`src/rtl/dpram_port_arbiter.sv`:
```
// dpram_port_arbiter: round-robin sharing of one block-RAM port among NUM_REQ requesters.
// Define DPRAM_ARB_PRIO_EN to give requester 0 strict priority over the round-robin group.
module dpram_port_arbiter #(
   parameter int NUM_REQ       = 4,
   parameter int DATA_WIDTH    = 128,
   parameter int ADDRESS_WIDTH = 10,
   parameter int RAM_LATENCY   = 1
) (
   input  logic                             clk,
   input  logic                             rst,
   input  logic [NUM_REQ-1:0]               req_valid,
   input  logic [NUM_REQ-1:0]               req_we,
   input  logic [NUM_REQ*ADDRESS_WIDTH-1:0] req_addr,
   input  logic [NUM_REQ*DATA_WIDTH-1:0]    req_wdata,
   output logic [NUM_REQ-1:0]               req_ready,
   output logic [NUM_REQ-1:0]               rsp_valid,
   output logic [DATA_WIDTH-1:0]            rsp_data,
   output logic                             ram_en,
   output logic                             ram_we,
   output logic [ADDRESS_WIDTH-1:0]         ram_addr,
   output logic [DATA_WIDTH-1:0]            ram_din,
   output logic                             ram_rst,
   input  logic [DATA_WIDTH-1:0]            ram_dout
);
   localparam int PW = $clog2(NUM_REQ);
`ifdef DPRAM_ARB_PRIO_EN
   localparam bit PRIO = 1'b1;
`else
   localparam bit PRIO = 1'b0;
`endif
   logic [PW-1:0]      ptr, gidx, nxt;
   logic [PW:0]        idx;
   logic               gnt;
   logic [NUM_REQ-1:0] tag [RAM_LATENCY];
   // descending scan so the valid index closest to ptr is the one left standing
   always_comb begin
      gnt  = 1'b0;
      gidx = '0;
      idx  = '0;
      for (int i = NUM_REQ - 1; i >= 0; i--) begin
         idx = {1'b0, ptr} + (PW+1)'(i);
         idx = idx >= (PW+1)'(NUM_REQ) ? idx - (PW+1)'(NUM_REQ) : idx;
         if (req_valid[idx[PW-1:0]] && !(PRIO && idx == '0)) begin
            gnt  = 1'b1;
            gidx = idx[PW-1:0];
         end
      end
      if (PRIO && req_valid[0]) begin
         gnt  = 1'b1;
         gidx = '0;
      end
      if (rst)
         gnt = 1'b0;
   end
   assign req_ready = gnt ? NUM_REQ'(1) << gidx : '0;
   assign ram_en    = gnt;
   assign ram_we    = gnt & req_we[gidx];
   assign ram_addr  = gnt ? req_addr[gidx*ADDRESS_WIDTH +: ADDRESS_WIDTH] : '0;
   assign ram_din   = gnt ? req_wdata[gidx*DATA_WIDTH +: DATA_WIDTH] : '0;
   assign ram_rst   = rst;
   assign nxt       = gidx == PW'(NUM_REQ - 1) ? (PRIO ? PW'(1) : PW'(0)) : gidx + 1'b1;
   // with strict priority, grants to requester 0 leave the round-robin position alone
   always_ff @(posedge clk or posedge rst) begin
      if (rst) begin
         ptr <= '0;
         for (int i = 0; i < RAM_LATENCY; i++)
            tag[i] <= '0;
      end else begin
         if (gnt && !(PRIO && gidx == '0))
            ptr <= nxt;
         tag[0] <= req_ready & ~req_we;
         for (int i = 1; i < RAM_LATENCY; i++)
            tag[i] <= tag[i-1];
      end
   end
   assign rsp_valid = tag[RAM_LATENCY-1];
   assign rsp_data  = ram_dout;
endmodule

```
`config.mk`:
```
export PLATFORM = sky130hd
export DESIGN_NAME = dpram_port_arbiter
export DESIGN_NICKNAME = d
export VERILOG_FILES = /design/src/rtl/dpram_port_arbiter.sv
export SDC_FILE = /design/constraint.sdc
export NUM_CORES = 1
export LEC_CHECK = 0
export ABC_AREA = 1
export CAP_MARGIN = 15
export CORE_AREA = 2 2 373 375
export CTS_CLUSTER_DIAMETER = 150
export CTS_CLUSTER_SIZE = 16
export DETAILED_ROUTE_END_ITERATION = 10
export DIE_AREA = 0 0 375 377
export PLACE_DENSITY = 0.36
export SLEW_MARGIN = 20
export SYNTH_ARGS = -nofsm -noshare
export SYNTH_HDL_FRONTEND = slang
export SYNTH_SLANG_ARGS = --single-unit
```
`constraint.sdc`:
```
create_clock -name clk -period 3.2 [get_ports clk]
set_input_delay 0.8 -clock clk [delete_from_list [all_inputs] [get_ports clk]]
set_output_delay 0.8 -clock clk [all_outputs]
set_load 0.1 [all_outputs]
```
==> results.md <==
- The setup slack of the critical path after layout is -281 ps.
- The largest single stage delay on the critical path is approximately 210 ps.
- After the first detailed-routing iteration, the DRC count stood at 513.
- The fraction of the mapped netlist area in adder cells is less than 1%.
- The most prevalent standard cell on the critical path is sky130_fd_sc_hd__nand3_4.
- The deepest level of the CTS H-tree is 1.
- Synthesis instantiated 22 different standard cells from the library.
- The simple-gate share of the synthesized area is roughly half.
- Final hold analysis gives a worst-case slack of roughly 760 ps.
- The CTS tree is yes.
- The number of nets in the synthesized netlist is 2421.
- The sort of element at the end of the critical path is an output pin.
- The total area inside the core boundary comes to between 100000 and 150000 µm².
- The height of the die is ~380 µm.
- The clock edge transition at the registers on the reported setup and hold paths is 40 ps.
- The worst setup skew after layout is approximately 2.4 ps.
- The width of the chip is between 300 and 400 µm.
- For this block, the via count after detailed routing is roughly 14k.
- The run finished, with violations left.
- Yosys printed 0 warnings.
- The share of the Yosys chip area taken by registers is 1.76%.
- The cell at the root of the clock tree is sky130_fd_sc_hd__clkbuf_16.
- The count of port buffers added during placement is 710.
- The type of element launching the critical path is an input port.
- The synthesized netlist occupies a cell area of 8510 µm².
- The share of the synthesized netlist area taken by xor and xnor gates is 0.103%.
- The count of max-cap constraint violations is 0.
- The number of antenna violations at the first check in global routing is 46.
- The worst slew slack as a fraction of its limit is between 70% and 80%.
- The effective utilization at floorplan is 6.21%.
- After the last flow step, the layout net total stands at just over 3k.
- The final critical-path required period is roughly 3500 ps.
- Once layout is complete, the cells apart from fillers number approximately 4.2k.
- The cell count after placement is 4149.
- The final layout contains routed wiring with a total length of 94.9 mm.
- The via count of the first global-routing pass is approximately 14k.
- Along the worst path, the maximum fanout reaches 15.
- Among all stages on the critical path, the largest delay is contributed by sky130_fd_sc_hd__nand3_4.
- Traced cell by cell, the critical path runs through buf_6, nand2_1, o21ai_4, nand2_2, nand3_4, nand3_4, nand2_8, buf_16, buf_16, buf_4, nand2_2, nand3_4, a21oi_4, buf_12.
- The insertion delay to the later sink of the worst-skew pair is 240 ps.
- At the worst endpoint, the required time is 2400 ps.
- The max-slew violation total from the final report was 0.
- Of the cells placed in the final design, the portion with a size suffix greater than 1 is 33.6%.
- Counting flops and latches in the post-synthesis netlist gives 6.
- In this design, the largest share of critical-path delay is due to buffers and inverters.
- The share of cell area taken by muxes after synthesis is 0%.
- The combinational family with the most area after synthesis is simple AND/OR/NAND/NOR gates.
- Entering global routing, the biggest net connects 39 pins.
- The mean post-synth cell area is 4.93 µm².
- The final hold violation count is 0.
- The total overflow reported by the global router is 0.
- Counting the buffers created by CTS gives 3.
- The buffer levels on the longest clock path is 2.
- Setup violations remaining at the end of the flow were counted as 143.
- The detailed-routing iteration count for the pre-antenna-repair pass is 5.
- The post-synthesis instance total is 1728.
- The top-level port count is 967.
- The min-delay analysis places its worst path in the category reg2reg.
- The first-pass GRT wire length is 120 mm.
- The checks that failed: negative setup slack.
- The global-route usage over all layers is 12.2%.
- The weighted congestion reported at the end of routability-driven placement is 0.832.
- The type of the worst setup path is in2out.
- Data arrives at the worst endpoint at 2680 ps.
- The layout overhead on the synthesized area is 182%.
- The number of routed nets with antenna violations is 0.
- The part of the cycle the worst path needs is 109%.
- For the pin with the worst max-slew slack, the measured transition is 303 ps.
- Setup repair after global routing could not meet its margin everywhere.
- In the final routed layout, each cell accounts on average for 22.5 µm.
- After legalization and detailed placement, the total HPWL measured 75.8 mm.
- The overall die area is 141000 µm².
- The highest clock rate is 0.287 GHz.
- The residual DRC count is 0.
- Dividing the detail-routed via count by the number of cells gives 3.30.
- The share of the synthesized area in compound gates (AO/OA/AOI/OAI) is 8.64%.
- The number of buffers and inverters on the critical path is 5.
- The floorplan has 136 rows.
- For this design, the sink count on the clock tree is 6.
synth_stat cells:
cell	count	area (µm²)
sky130_fd_sc_hd__a21oi_1	139	696
sky130_fd_sc_hd__buf_1	16	60.1
sky130_fd_sc_hd__buf_2	29	145
sky130_fd_sc_hd__buf_4	131	983
sky130_fd_sc_hd__buf_6	10	113
sky130_fd_sc_hd__clkbuf_1	81	304
sky130_fd_sc_hd__dfrtp_1	6	150
sky130_fd_sc_hd__ha_1	3	37.5
sky130_fd_sc_hd__inv_1	430	1610
sky130_fd_sc_hd__inv_2	2	7.51
sky130_fd_sc_hd__nand2_1	299	1120
sky130_fd_sc_hd__nand2_2	1	6.26
sky130_fd_sc_hd__nand3_1	422	2110
sky130_fd_sc_hd__nand3_2	2	20.0
sky130_fd_sc_hd__nand3b_1	140	1050
sky130_fd_sc_hd__nor2_1	6	22.5
sky130_fd_sc_hd__nor3_1	4	20.0
sky130_fd_sc_hd__o211ai_2	1	12.5
sky130_fd_sc_hd__o21a_1	1	7.51
sky130_fd_sc_hd__o21ai_0	2	10.0
sky130_fd_sc_hd__o21ai_1	2	10.0
sky130_fd_sc_hd__xnor2_1	1	8.76
path summary, 6_finish.rpt:
path	start	end	slack (ps)	cells past startpoint
worst max-delay path	req_valid[0]	ram_din[119]	-280	14
worst max register to register	ptr[0]$_DFFE_PP0P_	rsp_valid[0]$_DFF_PP0_	790	12
worst min register to register	ptr[0]$_DFFE_PP0P_	ptr[0]$_DFFE_PP0P_	760	2
max in group asynchronous	rst	ptr[0]$_DFFE_PP0P_	1970	3
min in group asynchronous	rst	ptr[1]$_DFFE_PP0P_	1080	3
worst min-delay path	ptr[0]$_DFFE_PP0P_	ptr[0]$_DFFE_PP0P_	760	2
layer usage:
metal / part of all wire (%) / GRT usage (%)
met2: 47 / 20.8
met1: 42 / 15.0
met5: 0.18 / 0.549
met3: 8.4 / 4.29
met4: 1.9 / 1.97
placed cells by master, fill, tap and decap left out, types with 2 or more instances in the layout:
cell,instances
sky130_fd_sc_hd__bufbuf_16,2
sky130_fd_sc_hd__buf_4,128
sky130_fd_sc_hd__clkdlybuf4s50_1,557
sky130_fd_sc_hd__diode_2,7
sky130_fd_sc_hd__buf_12,189
sky130_fd_sc_hd__nand2_8,5
sky130_fd_sc_hd__inv_1,424
sky130_fd_sc_hd__inv_2,3
sky130_fd_sc_hd__inv_8,4
sky130_fd_sc_hd__nand3_2,157
sky130_fd_sc_hd__nand2_4,21
sky130_fd_sc_hd__nand3b_1,140
sky130_fd_sc_hd__ha_1,3
sky130_fd_sc_hd__o21ai_4,2
sky130_fd_sc_hd__nand2_2,54
sky130_fd_sc_hd__nor2_4,4
sky130_fd_sc_hd__dfrtp_2,2
sky130_fd_sc_hd__inv_4,2
sky130_fd_sc_hd__nand3_4,21
sky130_fd_sc_hd__buf_6,30
sky130_fd_sc_hd__nor3_1,4
sky130_fd_sc_hd__buf_16,18
sky130_fd_sc_hd__nand3_1,246
sky130_fd_sc_hd__clkbuf_16,13
sky130_fd_sc_hd__buf_8,12
sky130_fd_sc_hd__a21oi_4,139
sky130_fd_sc_hd__nand2_1,220
sky130_fd_sc_hd__dfrtp_1,4
per-stage QoR:
stage	setup WS (ps)	setup TNS, ps	utilization (%)	area [µm²]
finish	-281	-30990	17.5	24000
global route	-370	-43690	17.5	24000
CTS	-302	-33550	16.8	23000
detailed placement	-939	-117820	15.7	21500
global placement	-938	-118420	15.7	21500
floorplan	-657	-15100	-	10600
sequential cells by signal (all words and copies together) (netlist names):
register / count
rsp_valid: 4
ptr: 2
final cells by class:
cell class	count	area [µm²]
flip-flops and latches	6	153
well taps	1794	2240
repair inverters	2	22.5
inverters	432	1670
fillers	15500	113000
clock buffers	3	75.1
repair buffers	946	11600
diodes	7	17.5
multi-input cells	1023	8190
cell families (layout without fill, tap and decap cells):
kind of cell	Yosys count	count (layout)
other	0	7
XOR/XNOR	1	1
adder cells (fa/ha/maj)	3	3
flip-flops	6	6
buffers and inverters	699	1383
AND/OR/NAND/NOR	874	874
AO/OA/AOI/OAI	145	145
worst register-to-register path, cell delays in order, from the launching register on:
cell and delay, ps:
sky130_fd_sc_hd__dfrtp_2 440, sky130_fd_sc_hd__buf_4 180, sky130_fd_sc_hd__o21ai_4 170, sky130_fd_sc_hd__nand2_2 100, sky130_fd_sc_hd__buf_6 140, sky130_fd_sc_hd__o211ai_4 280, sky130_fd_sc_hd__buf_12 160, sky130_fd_sc_hd__buf_16 170
sky130_fd_sc_hd__buf_12 190, sky130_fd_sc_hd__ha_1 160, sky130_fd_sc_hd__inv_2 50, sky130_fd_sc_hd__buf_4 120, sky130_fd_sc_hd__nor3_1 170
repair_timing:
action	CTS	global route
setup buffers	14	16
pin swaps	70	38
gates resized for setup	238	127
cloned	15	12
setup endpoints to repair	144	143
hold buffers	0	0
Power is not shown: default switching activity piles up to over one toggle a cycle in this logic, so the estimate is an artifact.
